### src/rtl/sr_ctrl_pkg.sv
// rtl/sr_ctrl_pkg.sv - shared types, button levels and width helper for the SR button conditioner
// Contents:
//   sr_state_e   - arbiter FSM states (IDLE, PULSE_S, PULSE_R, GAP)
//   BTN_PRESSED  - raw/debounced level of a pressed (active-low) button
//   BTN_RELEASED - raw/debounced level of a released button
//   cnt_width()  - bit width of a counter that must hold the value n
package sr_ctrl_pkg;

  typedef enum logic [1:0] {
    IDLE    = 2'd0,
    PULSE_S = 2'd1,
    PULSE_R = 2'd2,
    GAP     = 2'd3
  } sr_state_e;

  localparam logic BTN_PRESSED  = 1'b0;
  localparam logic BTN_RELEASED = 1'b1;

  // One extra bit over clog2 so the terminal value itself is representable.
  function automatic int cnt_width(input int n);
    return $clog2(n) + 1;
  endfunction

endpackage

### src/rtl/button_debouncer.sv
// rtl/button_debouncer.sv - synchroniser, debounce counter and press-edge detector for one button
// Ports:
//   clk     in  system clock, rising edge
//   rst_n   in  asynchronous active-low reset
//   btn_raw in  raw active-low button, asynchronous to clk
//   press   out one-cycle pulse when the debounced level goes released -> pressed
module button_debouncer
  import sr_ctrl_pkg::*;
#(
  parameter int DEBOUNCE_CYCLES = 50000
) (
  input  logic clk,
  input  logic rst_n,
  input  logic btn_raw,
  output logic press
);

  localparam int            CW       = cnt_width(DEBOUNCE_CYCLES);
  localparam logic [CW-1:0] CNT_LAST = CW'(DEBOUNCE_CYCLES - 1);

  logic          sync1_q, sync1_d;
  logic          sync2_q, sync2_d;
  logic          stable_q, stable_d;
  logic          press_q, press_d;
  logic [CW-1:0] cnt_q, cnt_d;

  always_comb begin
    sync1_d  = btn_raw;
    sync2_d  = sync1_q;
    stable_d = stable_q;
    cnt_d    = '0;
    press_d  = 1'b0;
    // Any sample agreeing with the stable level leaves cnt_d at zero, so
    // only an unbroken run of DEBOUNCE_CYCLES differing samples flips it.
    if (sync2_q != stable_q) begin
      if (cnt_q == CNT_LAST) begin
        stable_d = sync2_q;
        press_d  = (sync2_q == BTN_PRESSED);
      end else begin
        cnt_d = cnt_q + 1'b1;
      end
    end
  end

  always_ff @(posedge clk or negedge rst_n) begin
    if (!rst_n) begin
      sync1_q  <= BTN_RELEASED;
      sync2_q  <= BTN_RELEASED;
      stable_q <= BTN_RELEASED;
      press_q  <= 1'b0;
      cnt_q    <= '0;
    end else begin
      sync1_q  <= sync1_d;
      sync2_q  <= sync2_d;
      stable_q <= stable_d;
      press_q  <= press_d;
      cnt_q    <= cnt_d;
    end
  end

  assign press = press_q;

endmodule

### src/rtl/sr_button_conditioner.sv
// rtl/sr_button_conditioner.sv - turns two bouncing buttons into clean, exclusive S/R latch pulses
// Ports:
//   CLK      in  system clock, rising edge
//   RSTn     in  asynchronous active-low reset
//   BTN_S    in  raw SET button, active-low, asynchronous
//   BTN_R    in  raw RESET button, active-low, asynchronous
//   S        out registered SET pulse, PULSE_CYCLES wide
//   R        out registered RESET pulse, PULSE_CYCLES wide
//   CONFLICT out one-cycle flag: simultaneous SET and RESET requests discarded
//   BUSY     out high while the FSM is not IDLE
module sr_button_conditioner
  import sr_ctrl_pkg::*;
#(
  parameter int DEBOUNCE_CYCLES = 50000,
  parameter int PULSE_CYCLES    = 1
) (
  input  logic CLK,
  input  logic RSTn,
  input  logic BTN_S,
  input  logic BTN_R,
  output logic S,
  output logic R,
  output logic CONFLICT,
  output logic BUSY
);

  localparam int            PW       = cnt_width(PULSE_CYCLES);
  localparam logic [PW-1:0] PCNT_MAX = PW'(PULSE_CYCLES);
  localparam logic [PW-1:0] PCNT_ONE = PW'(1);

  sr_state_e     state_q, state_d;
  logic [PW-1:0] pcnt_q, pcnt_d;
  logic          pend_s_q, pend_s_d;
  logic          pend_r_q, pend_r_d;
  logic          s_q, s_d;
  logic          r_q, r_d;
  logic          conflict_q, conflict_d;
  logic          busy_q, busy_d;
  logic          press_s, press_r;
  logic          req_s, req_r;
  logic          take_conflict;

  button_debouncer #(
    .DEBOUNCE_CYCLES(DEBOUNCE_CYCLES)
  ) u_deb_s (
    .clk    (CLK),
    .rst_n  (RSTn),
    .btn_raw(BTN_S),
    .press  (press_s)
  );

  button_debouncer #(
    .DEBOUNCE_CYCLES(DEBOUNCE_CYCLES)
  ) u_deb_r (
    .clk    (CLK),
    .rst_n  (RSTn),
    .btn_raw(BTN_R),
    .press  (press_r)
  );

  // State, pending and output registers.
  always_ff @(posedge CLK or negedge RSTn) begin
    if (!RSTn) begin
      state_q    <= IDLE;
      pcnt_q     <= '0;
      pend_s_q   <= 1'b0;
      pend_r_q   <= 1'b0;
      s_q        <= 1'b0;
      r_q        <= 1'b0;
      conflict_q <= 1'b0;
      busy_q     <= 1'b0;
    end else begin
      state_q    <= state_d;
      pcnt_q     <= pcnt_d;
      pend_s_q   <= pend_s_d;
      pend_r_q   <= pend_r_d;
      s_q        <= s_d;
      r_q        <= r_d;
      conflict_q <= conflict_d;
      busy_q     <= busy_d;
    end
  end

  // Next state. A press arriving this cycle counts as a request at once, so
  // an idle FSM reacts on the very next edge without a pending-bit round trip.
  // The edge leaving GAP already arbitrates as IDLE would; that keeps the
  // start-to-start spacing of back-to-back pulses at PULSE_CYCLES+1.
  always_comb begin
    req_s         = pend_s_q | press_s;
    req_r         = pend_r_q | press_r;
    state_d       = state_q;
    pcnt_d        = pcnt_q;
    pend_s_d      = req_s;
    pend_r_d      = req_r;
    take_conflict = 1'b0;
    case (state_q)
      IDLE, GAP: begin
        state_d = IDLE;
        if (req_s && req_r) begin
          pend_s_d      = 1'b0;
          pend_r_d      = 1'b0;
          take_conflict = 1'b1;
        end else if (req_s) begin
          state_d  = PULSE_S;
          pend_s_d = 1'b0;
          pcnt_d   = PCNT_ONE;
        end else if (req_r) begin
          state_d  = PULSE_R;
          pend_r_d = 1'b0;
          pcnt_d   = PCNT_ONE;
        end
      end
      PULSE_S, PULSE_R: begin
        // pcnt counts pulse cycles already driven; it stops at PCNT_MAX.
        if (pcnt_q >= PCNT_MAX) begin
          state_d = GAP;
        end else begin
          pcnt_d = pcnt_q + 1'b1;
        end
      end
      default: state_d = IDLE;
    endcase
  end

  // Outputs are decoded from the next state and registered, so S/R are
  // glitch-free and can only be high while the FSM sits in a pulse state.
  always_comb begin
    s_d        = (state_d == PULSE_S);
    r_d        = (state_d == PULSE_R);
    busy_d     = (state_d != IDLE);
    conflict_d = take_conflict;
  end

  assign S        = s_q;
  assign R        = r_q;
  assign CONFLICT = conflict_q;
  assign BUSY     = busy_q;

endmodule

### config.mk
export PLATFORM = sky130hd
export DESIGN_NAME = sr_button_conditioner
export DESIGN_NICKNAME = d
export VERILOG_FILES = /design/src/rtl/sr_ctrl_pkg.sv /design/src/rtl/button_debouncer.sv /design/src/rtl/sr_button_conditioner.sv
export SDC_FILE = /design/constraint.sdc
export NUM_CORES = 1
export LEC_CHECK = 0
export CORE_ASPECT_RATIO = 0.5
export CORE_MARGIN = 10
export CORE_UTILIZATION = 40
export CTS_CLUSTER_SIZE = 10
export DETAILED_ROUTE_END_ITERATION = 10
export PLACE_DENSITY = 0.65
export SLEW_MARGIN = 20
export SYNTH_ARGS = -nofsm -noshare
export SYNTH_HDL_FRONTEND = slang
export SYNTH_SLANG_ARGS = --single-unit
### constraint.sdc
create_clock -name CLK -period 2.2 [get_ports CLK]
set_clock_uncertainty 0.15 [all_clocks]
set_input_delay 0.55 -clock CLK [delete_from_list [all_inputs] [get_ports CLK]]
set_output_delay 0.55 -clock CLK [all_outputs]
set_load 0.1 [all_outputs]
==> results of run 1 <==
cells in the mapped netlist (all sizes together):
library cell	instances
dfrtp	45
nor2	39
xnor2	22
nand3	14
nand4	12
nand2	10
nor4	10
xor2	8
inv	7
dfstp	6
nor3	6
and3	5
buf	3
nor3b	3
o21ai	3
or4	3
a21oi	2
and4	2
ha	2
mux2	2
nand2b	2
o31ai	2
or3	2
a31o	1
mux2i	1
nor4b	1
o22ai	1
o41ai	1
or2	1
metal layers:
layer | up-vias | share of wire | GRT usage
met3 | 6 | 0.021 | 0.0237
met1 | 781 | 0.48 | 0.114
met2 | 14 | 0.48 | 0.163
li1 | 797 | - | -
met5 | - | 0 | 0
met4 | 0 | 0.018 | 0.0477
cells by family after synthesis:
group	Yosys count	synth area share
flops	51	0.557
simple gates	110	0.246
xor+xnor	30	0.114
mux	3	0.0158
buf+inv	10	0.0206
fa+ha+maj	2	0.0109
compound gates	10	0.0359
cell usage in the layout (no fill, tap or decap), types with 2 or more instances in the layout:
cell and n:
inv_1 7, ha_1 2, nand2_1 10, clkbuf_16 5
and3_1 4, and4_1 2, nand2b_1 2, nor4_1 10
nor2_1 39, nor3b_1 3, or4_1 2, dfstp_2 6
nand4_1 12, xor2_1 8, nand3_1 14, a21oi_1 2
buf_4 11, xnor2_1 22, dfrtp_1 45, clkdlybuf4s50_1 2
o31ai_1 2, nor3_1 6, o21ai_0 2
power breakdown:
group          switching, mW  total, mW  leakage [nW]  internal [mW]
Sequential            0.0143      0.968         0.687          0.953
Clock                  0.330      0.866        0.0838          0.536
Combinational         0.0374     0.0620         0.368         0.0246
Total                  0.382       1.90          1.14           1.51
layout make-up:
cell class | instances | area share
Clock buffer | 5 | 0.0469
Sequential cell | 51 | 0.481
Tap cell | 73 | 0.0342
Clock inverter | 3 | 0.0164
Multi-Input combinational cell | 155 | 0.364
Inverter | 7 | 0.00984
Timing Repair Buffer | 15 | 0.0478
worst reg2reg max path: cells and delay by family (launching register included):
kind	cells	cell delay (ns)
mux	1	0.31
flops	1	0.43
simple gates	3	1.05
worst paths after layout:
check | start | endpoint | slack (ns) | depth (start not counted)
max | u_deb_r.cnt_q[10]$_DFF_PN0_ | u_deb_r.stable_q$_DFFE_PN1P_ | 0.18 | 4
min | RSTn | u_deb_r.cnt_q[13]$_DFF_PN0_ | 0.05 | 1
max reg2reg | u_deb_r.cnt_q[10]$_DFF_PN0_ | u_deb_r.stable_q$_DFFE_PN1P_ | 0.18 | 4
min reg2reg | u_deb_s.sync1_q$_DFF_PN1_ | u_deb_s.sync2_q$_DFF_PN1_ | 0.21 | 0
max in group asynchronous | RSTn | u_deb_s.stable_q$_DFFE_PN1P_ | 1.24 | 2
min in group CLK | u_deb_s.sync1_q$_DFF_PN1_ | u_deb_s.sync2_q$_DFF_PN1_ | 0.21 | 0
==> flow_summary.html, run 1 <==
<table>
<tr><th>Metric</th><th>Value</th></tr>
<tr><th colspan="2">Layout</th></tr>
<tr><td>Area added between synthesis and finish</td><td>15.9%</td></tr>
<tr><td>Regs by FF count</td><td>u_deb_r.cnt_q (17), u_deb_s.cnt_q (17), state_q (2)</td></tr>
<tr><td>Layout Cell Area excl Fill</td><td>2670 sq um</td></tr>
<tr><td>Count of fill cells added during filler insertion</td><td>508</td></tr>
<tr><td>Post-layout util</td><td>0.482</td></tr>
<tr><td>Number of non-filler instances in the completed layout</td><td>309</td></tr>
<tr><td>Sequential cell area</td><td>1280 sq um</td></tr>
<tr><td>Number of nets in the final layout</td><td>241</td></tr>
<tr><td>Layout cells sized above 1</td><td>0.148</td></tr>
<tr><td>Antenna diode count</td><td>0</td></tr>
<tr><td>Total area of multi-input combinational cells</td><td>972 sq um</td></tr>
<tr><th colspan="2">Critical path</th></tr>
<tr><td>Endpoint required time on the critical path</td><td>2.26 ns</td></tr>
<tr><td>Cell Chain, Critical Path</td><td>nor4_1 &gt; nand3_1 &gt; or4_4 &gt; mux2_4</td></tr>
<tr><td>Worst setup SP type</td><td>flop</td></tr>
<tr><td>CP peak stage delay</td><td>0.56 ns</td></tr>
<tr><td>Buf/Inv on CP</td><td>0</td></tr>
<tr><td>Critical path start-end classification</td><td>reg2reg</td></tr>
<tr><td>Data arrival time at the worst-slack endpoint</td><td>2.08 ns</td></tr>
<tr><td>Type of element capturing the critical path</td><td>flop</td></tr>
<tr><td>Family of cells with the greatest summed delay on the critical path</td><td>simple AND/OR/NAND/NOR gates</td></tr>
<tr><td>Largest fanout of any net on the critical path</td><td>5</td></tr>
<tr><td>Worst-path cell with the longest stage delay</td><td>or4_4</td></tr>
<tr><th colspan="2">Worst hold path</th></tr>
<tr><td>Worst min path class</td><td>in2async</td></tr>
<tr><th colspan="2">Logic synthesis</th></tr>
<tr><td>Sequential element share of the synthesized area</td><td>0.557</td></tr>
<tr><td>Share of Yosys cell area claimed by the top area cell type</td><td>0.489</td></tr>
<tr><td>Number of distinct standard cells referenced by the synthesized netlist</td><td>35</td></tr>
<tr><td>Yosys top cell by area</td><td>dfrtp_1</td></tr>
<tr><td>Syn nets</td><td>222</td></tr>
<tr><td>Main area contributors after synthesis</td><td>dfrtp_1 (49%), xnor2_1 (8.4%), dfstp_2 (6.8%)</td></tr>
<tr><td>Number of synthesized register bits</td><td>51</td></tr>
<tr><td>Synthesized netlist cell count</td><td>216</td></tr>
<tr><td>Total of warnings raised by yosys</td><td>0</td></tr>
<tr><td>Mean Syn Cell Area</td><td>10.7 sq um</td></tr>
<tr><td>Synthesized area</td><td>2300 sq um</td></tr>
<tr><th colspan="2">CTS</th></tr>
<tr><td>Post-cts sizing count</td><td>0</td></tr>
<tr><td>Reg clk slew, reported paths</td><td>0.07 ns</td></tr>
<tr><td>Buffer type at the clock tree root</td><td>clkbuf_16</td></tr>
<tr><td>TritonCTS sink count</td><td>51</td></tr>
<tr><td>Buffers from clock root to sink, at most</td><td>2</td></tr>
<tr><td>CTS tree</td><td>done</td></tr>
<tr><td>Number of hold buffers added after CTS</td><td>0</td></tr>
<tr><td>CTS buffer count</td><td>5</td></tr>
<tr><td>CTS H-tree lvls</td><td>2</td></tr>
<tr><td>Total setup buffers inserted after CTS</td><td>0</td></tr>
<tr><td>Clk Latency, worst-skew pair</td><td>0.29 ns</td></tr>
<tr><th colspan="2">Route</th></tr>
<tr><td>DR vias/cell</td><td>5.17</td></tr>
<tr><td>Drt drc</td><td>0</td></tr>
<tr><td>Average wire length per cell after detail routing</td><td>13.2 microns</td></tr>
<tr><td>Total vias in the final route</td><td>1,598</td></tr>
<tr><td>Number of detailed-route iterations in the first pass</td><td>4</td></tr>
<tr><td>Number of nets with antenna violations after detailed routing</td><td>0</td></tr>
<tr><td>Total wire length after detailed routing</td><td>4070 microns</td></tr>
<tr><td>DRC violation total after the first TritonRoute iteration</td><td>81</td></tr>
<tr><th colspan="2">Timing</th></tr>
<tr><td>Total count of hold-check failures in the final report</td><td>0</td></tr>
<tr><td>Total count of max-transition violations in the final report</td><td>0</td></tr>
<tr><td>Count of final setup violators</td><td>0</td></tr>
<tr><td>Minimum clock period after layout</td><td>2.02 ns</td></tr>
<tr><td>Post-route worst hold slack</td><td>0.0515 ns</td></tr>
<tr><td>Slew at the pin with the worst max-slew slack</td><td>0.566 ns</td></tr>
<tr><td>Period utilisation layout</td><td>0.918</td></tr>
<tr><td>FMAX</td><td>495 MHz</td></tr>
<tr><td>Setup repair after global routing missed its margin</td><td>false</td></tr>
<tr><td>Worst Slack Setup Final</td><td>0.180 ns</td></tr>
<tr><td>Setup TNS</td><td>0 ns</td></tr>
<tr><td>Max-slew headroom</td><td>0.619</td></tr>
<tr><th colspan="2">Pwr</th></tr>
<tr><td>Pwr Total</td><td>1.90 mW</td></tr>
<tr><td>Leakage</td><td>1.14 nW</td></tr>
<tr><td>Largest voltage drop on the vdd net</td><td>0.351 mV</td></tr>
<tr><td>Power density over the cells</td><td>710 nW/um^2</td></tr>
<tr><th colspan="2">Global routing</th></tr>
<tr><td>Aggregate global routing overflow</td><td>0</td></tr>
<tr><td>First-pass GRT wire length</td><td>7360 microns</td></tr>
<tr><td>Number of global-route vias before repair</td><td>1,615</td></tr>
<tr><td>Maximum number of pins on one net before global-route repair</td><td>22</td></tr>
<tr><td>Antenna violations before repair</td><td>0</td></tr>
<tr><td>All-Layer GR Usage</td><td>0.0963</td></tr>
<tr><th colspan="2">Die</th></tr>
<tr><td>Die footprint</td><td>9380 sq um</td></tr>
<tr><td>Die Y</td><td>73.7 microns</td></tr>
<tr><td>Effective utilization at floorplan</td><td>0.416</td></tr>
<tr><td>Top-Level Pins</td><td>8</td></tr>
<tr><td>Floorplan Core Area</td><td>5540 sq um</td></tr>
<tr><td>Placement row count</td><td>19</td></tr>
<tr><td>Die Wd</td><td>127 microns</td></tr>
<tr><th colspan="2">Placement</th></tr>
<tr><td>Cell Area, Placed</td><td>2500 sq um</td></tr>
<tr><td>Detail Placement HPWL</td><td>2920 microns</td></tr>
<tr><td>Minimum setup slack after placement</td><td>0.200 ns</td></tr>
<tr><td>Count of buffers from port buffering</td><td>7</td></tr>
<tr><td>Final GP Congestion</td><td>0.952</td></tr>
<tr><td># placed instances</td><td>301</td></tr>
<tr><th colspan="2">Job</th></tr>
<tr><td>Max cap viols</td><td>0</td></tr>
<tr><th colspan="2">Outcome</th></tr>
<tr><td>Outcome</td><td>completed</td></tr>
</table>
No activity file was read; power rests on OpenSTA's default activity.
==> inputs of run 2 (changes only) <==
Settings changed: PLACE_DENSITY 0.65 to default.
==> run 2 against run 1 <==
  * Setup slack got worse by 0.023 ns
  * Via count decreased by 1.8%
  * Largest power group unchanged
  * Non-clock buffer count is 2 lower
  * Critical path depth unchanged
  * Routed wire length stayed put
  * Critical path type unchanged
  * Cell area stayed put
  * Utilization stayed put
  * Die area did not move
  * Sequential share of layout area stayed put
  * Worst hold slack better by 0.0087 ns
==> flow_summary.html, run 2 (same netlist as run 1, synthesis figures left out) <==
<table>
<tr><th>Metric</th><th>Value</th></tr>
<tr><th colspan="2">CTS</th></tr>
<tr><td>Clk Latency, worst-skew pair</td><td>0.29 ns (about the same)</td></tr>
<tr><td>CTS tree</td><td>done (unchanged)</td></tr>
<tr><td>Buffer type at the clock tree root</td><td>clkbuf_16 (unchanged)</td></tr>
<tr><td>Number of hold buffers added after CTS</td><td>0 (unchanged)</td></tr>
<tr><td>Post-cts sizing count</td><td>0 (unchanged)</td></tr>
<tr><td>Reg clk slew, reported paths</td><td>0.07 ns (about the same)</td></tr>
<tr><td>CTS H-tree lvls</td><td>2 (unchanged)</td></tr>
<tr><td>Total setup buffers inserted after CTS</td><td>0 (unchanged)</td></tr>
<tr><td>TritonCTS sink count</td><td>51 (unchanged)</td></tr>
<tr><td>Buffers from clock root to sink, at most</td><td>2 (unchanged)</td></tr>
<tr><td>CTS buffer count</td><td>5 (unchanged)</td></tr>
<tr><th colspan="2">Critical path</th></tr>
<tr><td>Worst flop-to-flop path startpoint</td><td>u_deb_r.cnt_q[10]$_DFF_PN0_ (unchanged)</td></tr>
<tr><td>Critical path start-end classification</td><td>reg2reg (unchanged)</td></tr>
<tr><td>Worst setup SP type</td><td>flop (unchanged)</td></tr>
<tr><td>Capture point of the worst reg-to-reg path</td><td>u_deb_r.stable_q$_DFFE_PN1P_ (unchanged)</td></tr>
<tr><td>Endpoint required time on the critical path</td><td>2.26 ns (about the same)</td></tr>
<tr><td>Largest fanout of any net on the critical path</td><td>5 (unchanged)</td></tr>
<tr><td>Data arrival time at the worst-slack endpoint</td><td>2.11 ns (was 2.08 ns)</td></tr>
<tr><td>Type of element capturing the critical path</td><td>flop (unchanged)</td></tr>
<tr><td>Worst r2r path cells</td><td>4 (unchanged)</td></tr>
<tr><td>Reg-to-reg slack, setup</td><td>0.16 ns (was 0.18 ns)</td></tr>
<tr><th colspan="2">Layout</th></tr>
<tr><td>Regs by FF count</td><td>u_deb_r.cnt_q (17), u_deb_s.cnt_q (17), state_q (2) (unchanged)</td></tr>
<tr><td>Antenna diode count</td><td>0 (unchanged)</td></tr>
<tr><td>Count of fill cells added during filler insertion</td><td>519 (was 508)</td></tr>
<tr><td>Post-layout util</td><td>0.482 (unchanged)</td></tr>
<tr><td>Number of nets in the final layout</td><td>239 (was 241)</td></tr>
<tr><td>Area added between synthesis and finish</td><td>15.9% (unchanged)</td></tr>
<tr><td>Layout cells sized above 1</td><td>0.141 (was 0.148)</td></tr>
<tr><td>Leading cell type in the layout, fill and taps excluded</td><td>dfrtp_1 (unchanged)</td></tr>
<tr><td>Commonest non-fill, non-tap cells in the layout</td><td>dfrtp_1 (45), nor2_1 (39), xnor2_1 (22), nand3_1 (14), nand4_1 (12) (unchanged)</td></tr>
<tr><td>Total area of multi-input combinational cells</td><td>972 sq um (unchanged)</td></tr>
<tr><td>Layout Cell Area excl Fill</td><td>2670 sq um (unchanged)</td></tr>
<tr><td>Number of non-filler instances in the completed layout</td><td>307 (was 309)</td></tr>
<tr><td>Sequential cell area</td><td>1280 sq um (unchanged)</td></tr>
<tr><th colspan="2">Route</th></tr>
<tr><td>Number of detailed-route iterations in the first pass</td><td>5 (was 4)</td></tr>
<tr><td>DRC violation total after the first TritonRoute iteration</td><td>126 (was 81)</td></tr>
<tr><td>Drt drc</td><td>0 (unchanged)</td></tr>
<tr><td>Total vias in the final route</td><td>1,570 (was 1,598)</td></tr>
<tr><td>Average wire length per cell after detail routing</td><td>13.3 microns (was 13.2 microns)</td></tr>
<tr><td>Total wire length after detailed routing</td><td>4070 microns (unchanged)</td></tr>
<tr><td>Number of nets with antenna violations after detailed routing</td><td>0 (unchanged)</td></tr>
<tr><td>DR vias/cell</td><td>5.11 (was 5.17)</td></tr>
<tr><th colspan="2">Pwr</th></tr>
<tr><td>Largest voltage drop on the vdd net</td><td>0.315 mV (was 0.351 mV)</td></tr>
<tr><td>Net Switching</td><td>0.398 mW (was 0.382 mW)</td></tr>
<tr><td>Power density over the cells</td><td>718 nW/um^2 (was 710 nW/um^2)</td></tr>
<tr><td>Sequential cell fraction of total power</td><td>0.504 (was 0.510)</td></tr>
<tr><td>Leakage</td><td>1.13 nW (was 1.14 nW)</td></tr>
<tr><td>Switching part of the total power</td><td>0.208 (was 0.201)</td></tr>
<tr><td>Pwr Total</td><td>1.92 mW (was 1.90 mW)</td></tr>
<tr><td>Power Internal</td><td>1.52 mW (was 1.51 mW)</td></tr>
<tr><td>Clock power share</td><td>0.463 (was 0.457)</td></tr>
<tr><td>Combinational group share of total power</td><td>0.033 (about the same)</td></tr>
<tr><th colspan="2">Placement</th></tr>
<tr><td>Count of buffers from port buffering</td><td>7 (unchanged)</td></tr>
<tr><td># placed instances</td><td>299 (was 301)</td></tr>
<tr><td>Final GP Congestion</td><td>0.901 (was 0.952)</td></tr>
<tr><td>Detail Placement HPWL</td><td>2980 microns (was 2920 microns)</td></tr>
<tr><td>Cell Area, Placed</td><td>2500 sq um (about the same)</td></tr>
<tr><td>Minimum setup slack after placement</td><td>0.161 ns (was 0.200 ns)</td></tr>
<tr><th colspan="2">Timing</th></tr>
<tr><td>Post-route worst hold slack</td><td>0.0602 ns (was 0.0515 ns)</td></tr>
<tr><td>Count of final setup violators</td><td>0 (unchanged)</td></tr>
<tr><td>Slew at the pin with the worst max-slew slack</td><td>0.603 ns (was 0.566 ns)</td></tr>
<tr><td>Setup repair after global routing missed its margin</td><td>false (unchanged)</td></tr>
<tr><td>Minimum clock period after layout</td><td>2.04 ns (was 2.02 ns)</td></tr>
<tr><td>Worst Slack Setup Final</td><td>0.157 ns (was 0.180 ns)</td></tr>
<tr><td>Period utilisation layout</td><td>0.929 (was 0.918)</td></tr>
<tr><td>Total count of max-transition violations in the final report</td><td>0 (unchanged)</td></tr>
<tr><td>Max-slew headroom</td><td>0.594 (was 0.619)</td></tr>
<tr><td>FMAX</td><td>490 MHz (was 495 MHz)</td></tr>
<tr><td>Setup TNS</td><td>0 ns (unchanged)</td></tr>
<tr><td>Total count of hold-check failures in the final report</td><td>0 (unchanged)</td></tr>
<tr><th colspan="2">Die</th></tr>
<tr><td>Die Y</td><td>73.7 microns (unchanged)</td></tr>
<tr><td>Die footprint</td><td>9380 sq um (unchanged)</td></tr>
<tr><td>Floorplan Core Area</td><td>5540 sq um (unchanged)</td></tr>
<tr><td>Effective utilization at floorplan</td><td>0.416 (unchanged)</td></tr>
<tr><td>Top-Level Pins</td><td>8 (unchanged)</td></tr>
<tr><td>Placement row count</td><td>19 (unchanged)</td></tr>
<tr><td>Die Wd</td><td>127 microns (unchanged)</td></tr>
<tr><th colspan="2">Global routing</th></tr>
<tr><td>Number of global-route vias before repair</td><td>1,579 (was 1,615)</td></tr>
<tr><td>Aggregate global routing overflow</td><td>0 (unchanged)</td></tr>
<tr><td>All-Layer GR Usage</td><td>0.0954 (was 0.0963)</td></tr>
<tr><td>Maximum number of pins on one net before global-route repair</td><td>21 (was 22)</td></tr>
<tr><td>First-pass GRT wire length</td><td>7310 microns (was 7360 microns)</td></tr>
<tr><td>Antenna violations before repair</td><td>0 (unchanged)</td></tr>
<tr><th colspan="2">Job</th></tr>
<tr><td>Max cap viols</td><td>0 (unchanged)</td></tr>
<tr><th colspan="2">Outcome</th></tr>
<tr><td>Outcome</td><td>completed (unchanged)</td></tr>
<tr><th colspan="2">Worst hold path</th></tr>
<tr><td>Worst min path class</td><td>in2async (unchanged)</td></tr>
</table>
[run 2: changes by cell type in the layout (fill, tap and decap cells not counted)]
cell / change
inv_6: +1
clkinvlp_4: +1
buf_4: -3
buf_12: +1
clkinv_2: -1
clkinv_4: -1
[run 2: final cells by class]
type                    instances  share of cell area
multi-input cells             155               0.364
clock buffers                   5              0.0469
well taps                      73              0.0342
clock inverters                 3              0.0173
inverters                       7             0.00984
repair buffers                 13              0.0469
flip-flops and latches         51               0.481
[run 2: worst max-delay path, cell delays in order (launching register included)]
cell and delay [ns]:
dfrtp_1 0.42, nor4_1 0.33, nand3_1 0.19, or4_4 0.56, mux2_4 0.32
[run 2: how the worst max path moves through the flow]
stage	start	endpoint	slack [ns]	cells past startpoint
after detailed placement	u_deb_r.cnt_q[10]$_DFF_PN0_	u_deb_r.stable_q$_DFFE_PN1P_	0.16	4
final	u_deb_r.cnt_q[10]$_DFF_PN0_	u_deb_r.stable_q$_DFFE_PN1P_	0.16	4
after CTS	u_deb_r.cnt_q[10]$_DFF_PN0_	u_deb_r.stable_q$_DFFE_PN1P_	0.15	4
after global placement	u_deb_r.cnt_q[10]$_DFF_PN0_	u_deb_r.stable_q$_DFFE_PN1P_	0.21	4
after floorplan	u_deb_r.cnt_q[4]$_DFF_PN0_	u_deb_r.stable_q$_DFFE_PN1P_	0.24	4
after global routing	u_deb_r.cnt_q[10]$_DFF_PN0_	u_deb_r.stable_q$_DFFE_PN1P_	0.09	4
[run 2: power by group through the flow]
stage                     combinational [mW]  sequential, mW  clock [mW]
after detailed placement              0.0648           0.984           0
after global placement                0.0639           0.984           0
after floorplan                       0.0243           0.981           0
final                                 0.0626           0.967       0.888
after global routing                  0.0728           0.969       0.952
after CTS                             0.0652           0.966       0.915
[run 2: metal layers]
layer	vias to the layer above	global-route usage	wire length, microns
met5	-	0	0
met4	0	0.0439	65
met3	6	0.0280	126
met2	26	0.151	1850
met1	756	0.119	2020
li1	782	-	-
==> inputs of run 3 (changes only) <==
Settings changed: PLACE_DENSITY_LB_ADDON from default to 0.05.
==> run 3 against run 2 <==
  * Final cell count rose by 0.33%
  * Cell area down 0.37%
  * Via count shrank 1.1%
  * Count of clock-buffer cells in the layout is 1 higher
  * Largest power group unchanged
  * Combinational power decreased by 2%
  * Register-to-register slack hardly changed
  * Total power is 0.42% lower
  * Worst hold slack improved by 0.015 ns
  * Non-clock buffer count grew 1
==> flow_summary.html, run 3 (same netlist as run 1, synthesis figures left out) <==
<table>
<tr><th>Metric</th><th>Value</th></tr>
<tr><th colspan="2">Global routing</th></tr>
<tr><td>Aggregate global routing overflow</td><td>0 (unchanged)</td></tr>
<tr><td>Number of global-route vias before repair</td><td>1,584 (was 1,579)</td></tr>
<tr><td>Maximum number of pins on one net before global-route repair</td><td>52 (was 21)</td></tr>
<tr><td>Antenna violations before repair</td><td>0 (unchanged)</td></tr>
<tr><td>First-pass GRT wire length</td><td>7510 microns (was 7310 microns)</td></tr>
<tr><td>All-Layer GR Usage</td><td>0.0996 (was 0.0954)</td></tr>
<tr><th colspan="2">Timing</th></tr>
<tr><td>Minimum clock period after layout</td><td>2.03 ns (was 2.04 ns)</td></tr>
<tr><td>Period utilisation layout</td><td>0.923 (was 0.929)</td></tr>
<tr><td>Total count of hold-check failures in the final report</td><td>0 (unchanged)</td></tr>
<tr><td>Count of final setup violators</td><td>0 (unchanged)</td></tr>
<tr><td>Max-slew headroom</td><td>0.598 (was 0.594)</td></tr>
<tr><td>Total count of max-transition violations in the final report</td><td>0 (unchanged)</td></tr>
<tr><td>Setup repair after global routing missed its margin</td><td>false (unchanged)</td></tr>
<tr><td>Setup TNS</td><td>0 ns (unchanged)</td></tr>
<tr><td>FMAX</td><td>492 MHz (was 490 MHz)</td></tr>
<tr><td>Slew at the pin with the worst max-slew slack</td><td>0.597 ns (was 0.603 ns)</td></tr>
<tr><th colspan="2">Route</th></tr>
<tr><td>Number of detailed-route iterations in the first pass</td><td>4 (was 5)</td></tr>
<tr><td>DRC violation total after the first TritonRoute iteration</td><td>84 (was 126)</td></tr>
<tr><td>Total vias in the final route</td><td>1,553 (was 1,570)</td></tr>
<tr><td>Drt drc</td><td>0 (unchanged)</td></tr>
<tr><td>Number of nets with antenna violations after detailed routing</td><td>0 (unchanged)</td></tr>
<tr><td>Total wire length after detailed routing</td><td>4200 microns (was 4070 microns)</td></tr>
<tr><td>DR vias/cell</td><td>5.04 (was 5.11)</td></tr>
<tr><td>Average wire length per cell after detail routing</td><td>13.6 microns (was 13.3 microns)</td></tr>
<tr><th colspan="2">Layout</th></tr>
<tr><td>Leading cell type in the layout, fill and taps excluded</td><td>dfrtp_1 (unchanged)</td></tr>
<tr><td>Commonest non-fill, non-tap cells in the layout</td><td>dfrtp_1 (45), nor2_1 (39), xnor2_1 (22), nand3_1 (14), nand4_1 (12) (unchanged)</td></tr>
<tr><td>Number of nets in the final layout</td><td>240 (was 239)</td></tr>
<tr><td>Regs by FF count</td><td>u_deb_r.cnt_q (17), u_deb_s.cnt_q (17), state_q (2) (unchanged)</td></tr>
<tr><td>Area added between synthesis and finish</td><td>15.5% (was 15.9%)</td></tr>
<tr><td>Antenna diode count</td><td>0 (unchanged)</td></tr>
<tr><td>Layout cells sized above 1</td><td>0.140 (was 0.141)</td></tr>
<tr><th colspan="2">Critical path</th></tr>
<tr><td>Data arrival time at the worst-slack endpoint</td><td>2.10 ns (was 2.11 ns)</td></tr>
<tr><td>Largest fanout of any net on the critical path</td><td>5 (unchanged)</td></tr>
<tr><td>Worst r2r path cells</td><td>4 (unchanged)</td></tr>
<tr><td>Type of element capturing the critical path</td><td>flop (unchanged)</td></tr>
<tr><td>Worst setup path endpoint</td><td>u_deb_r.stable_q$_DFFE_PN1P_ (unchanged)</td></tr>
<tr><td>Start point of the critical path</td><td>u_deb_r.cnt_q[10]$_DFF_PN0_ (unchanged)</td></tr>
<tr><td>Capture point of the worst reg-to-reg path</td><td>u_deb_r.stable_q$_DFFE_PN1P_ (unchanged)</td></tr>
<tr><td>Endpoint required time on the critical path</td><td>2.27 ns (was 2.26 ns)</td></tr>
<tr><td>Critical path start-end classification</td><td>reg2reg (unchanged)</td></tr>
<tr><td>Reg-to-reg slack, setup</td><td>0.17 ns (was 0.16 ns)</td></tr>
<tr><td>Worst setup SP type</td><td>flop (unchanged)</td></tr>
<tr><td>Worst flop-to-flop path startpoint</td><td>u_deb_r.cnt_q[10]$_DFF_PN0_ (unchanged)</td></tr>
<tr><th colspan="2">CTS</th></tr>
<tr><td>Reg clk slew, reported paths</td><td>0.07 ns (about the same)</td></tr>
<tr><td>Post-cts sizing count</td><td>0 (unchanged)</td></tr>
<tr><td>Buffers from clock root to sink, at most</td><td>2 (unchanged)</td></tr>
<tr><td>Total setup buffers inserted after CTS</td><td>0 (unchanged)</td></tr>
<tr><td>CTS tree</td><td>done (unchanged)</td></tr>
<tr><td>CTS buffer count</td><td>5 (unchanged)</td></tr>
<tr><td>Number of hold buffers added after CTS</td><td>0 (unchanged)</td></tr>
<tr><td>TritonCTS sink count</td><td>51 (unchanged)</td></tr>
<tr><td>CTS H-tree lvls</td><td>2 (unchanged)</td></tr>
<tr><td>Buffer type at the clock tree root</td><td>clkbuf_16 (unchanged)</td></tr>
<tr><td>Clk Latency, worst-skew pair</td><td>0.29 ns (about the same)</td></tr>
<tr><th colspan="2">Die</th></tr>
<tr><td>Die Wd</td><td>127 microns (unchanged)</td></tr>
<tr><td>Floorplan Core Area</td><td>5540 sq um (unchanged)</td></tr>
<tr><td>Top-Level Pins</td><td>8 (unchanged)</td></tr>
<tr><td>Effective utilization at floorplan</td><td>0.416 (unchanged)</td></tr>
<tr><td>Placement row count</td><td>19 (unchanged)</td></tr>
<tr><td>Die Y</td><td>73.7 microns (unchanged)</td></tr>
<tr><td>Die footprint</td><td>9380 sq um (unchanged)</td></tr>
<tr><th colspan="2">Outcome</th></tr>
<tr><td>Outcome</td><td>completed (unchanged)</td></tr>
<tr><th colspan="2">Worst hold path</th></tr>
<tr><td>Worst min path class</td><td>in2async (unchanged)</td></tr>
<tr><th colspan="2">Pwr</th></tr>
<tr><td>Power density over the cells</td><td>718 nW/um^2 (about the same)</td></tr>
<tr><td>Leakage</td><td>1.13 nW (about the same)</td></tr>
<tr><td>Largest voltage drop on the vdd net</td><td>0.402 mV (was 0.315 mV)</td></tr>
<tr><td>Pwr Total</td><td>1.91 mW (was 1.92 mW)</td></tr>
<tr><th colspan="2">Placement</th></tr>
<tr><td>Detail Placement HPWL</td><td>2890 microns (was 2980 microns)</td></tr>
<tr><td>Count of buffers from port buffering</td><td>7 (unchanged)</td></tr>
<tr><td>Final GP Congestion</td><td>0.795 (was 0.901)</td></tr>
<tr><th colspan="2">Job</th></tr>
<tr><td>Max cap viols</td><td>0 (unchanged)</td></tr>
</table>
[run 3: worst min path at each step]
| stage | endpoint | slack (ns) | depth (start not counted) |
|---|---|---|---|
| 2_1_floorplan | BUSY$_DFF_PN0_ | 0.10 | 0 |
| 3_3_place_gp | u_deb_r.sync2_q$_DFF_PN1_ | 0.20 | 0 |
| 3_5_place_dp | u_deb_r.sync2_q$_DFF_PN1_ | 0.20 | 0 |
| 4_1_cts | u_deb_s.cnt_q[9]$_DFF_PN0_ | 0.09 | 2 |
| 5_1_grt | u_deb_s.cnt_q[9]$_DFF_PN0_ | 0.10 | 2 |
| 6_report | u_deb_s.cnt_q[9]$_DFF_PN0_ | 0.07 | 2 |
[run 3: final cells by class]
class	instances	area [sq um]
clock buffers	6	129
clock inverters	2	37.5
fillers	511	2880
inverters	7	26.3
multi-input cells	155	972
flip-flops and latches	51	1280
well taps	73	91.3
repair buffers	14	120
[run 3: critical path, cell delays in order (launching register included)]
cell     delay, ns
dfrtp_1       0.42
nor4_1        0.30
nand3_1       0.20
or4_4         0.58
mux2_4        0.31
[run 3: routing by layer]
metal	vias up	global-route usage	part of all wire
li1	793	-	-
met1	739	0.129	0.51
met2	14	0.147	0.43
met3	7	0.0352	0.035
met4	0	0.0452	0.018
met5	-	0	0
[run 3: where the power goes]
part           internal, mW  switching (mW)
clock network         0.537           0.343
registers             0.953          0.0139
logic                0.0241          0.0374
total                  1.51           0.395
[run 3: metrics by stage]
step | hold slack [ns] | area [sq um] | utilization | std cells | setup slack (ns)
finish | 0.0750 | 2660 | 0.480 | 308 | 0.169
CTS | 0.0898 | 2660 | 0.480 | 308 | 0.156
global route | 0.105 | 2660 | 0.480 | 308 | 0.0874
floorplan | 0.104 | 2300 | - | 216 | 0.244
global placement | 0.197 | 2490 | 0.450 | 300 | 0.191
detailed placement | 0.200 | 2490 | 0.450 | 300 | 0.167
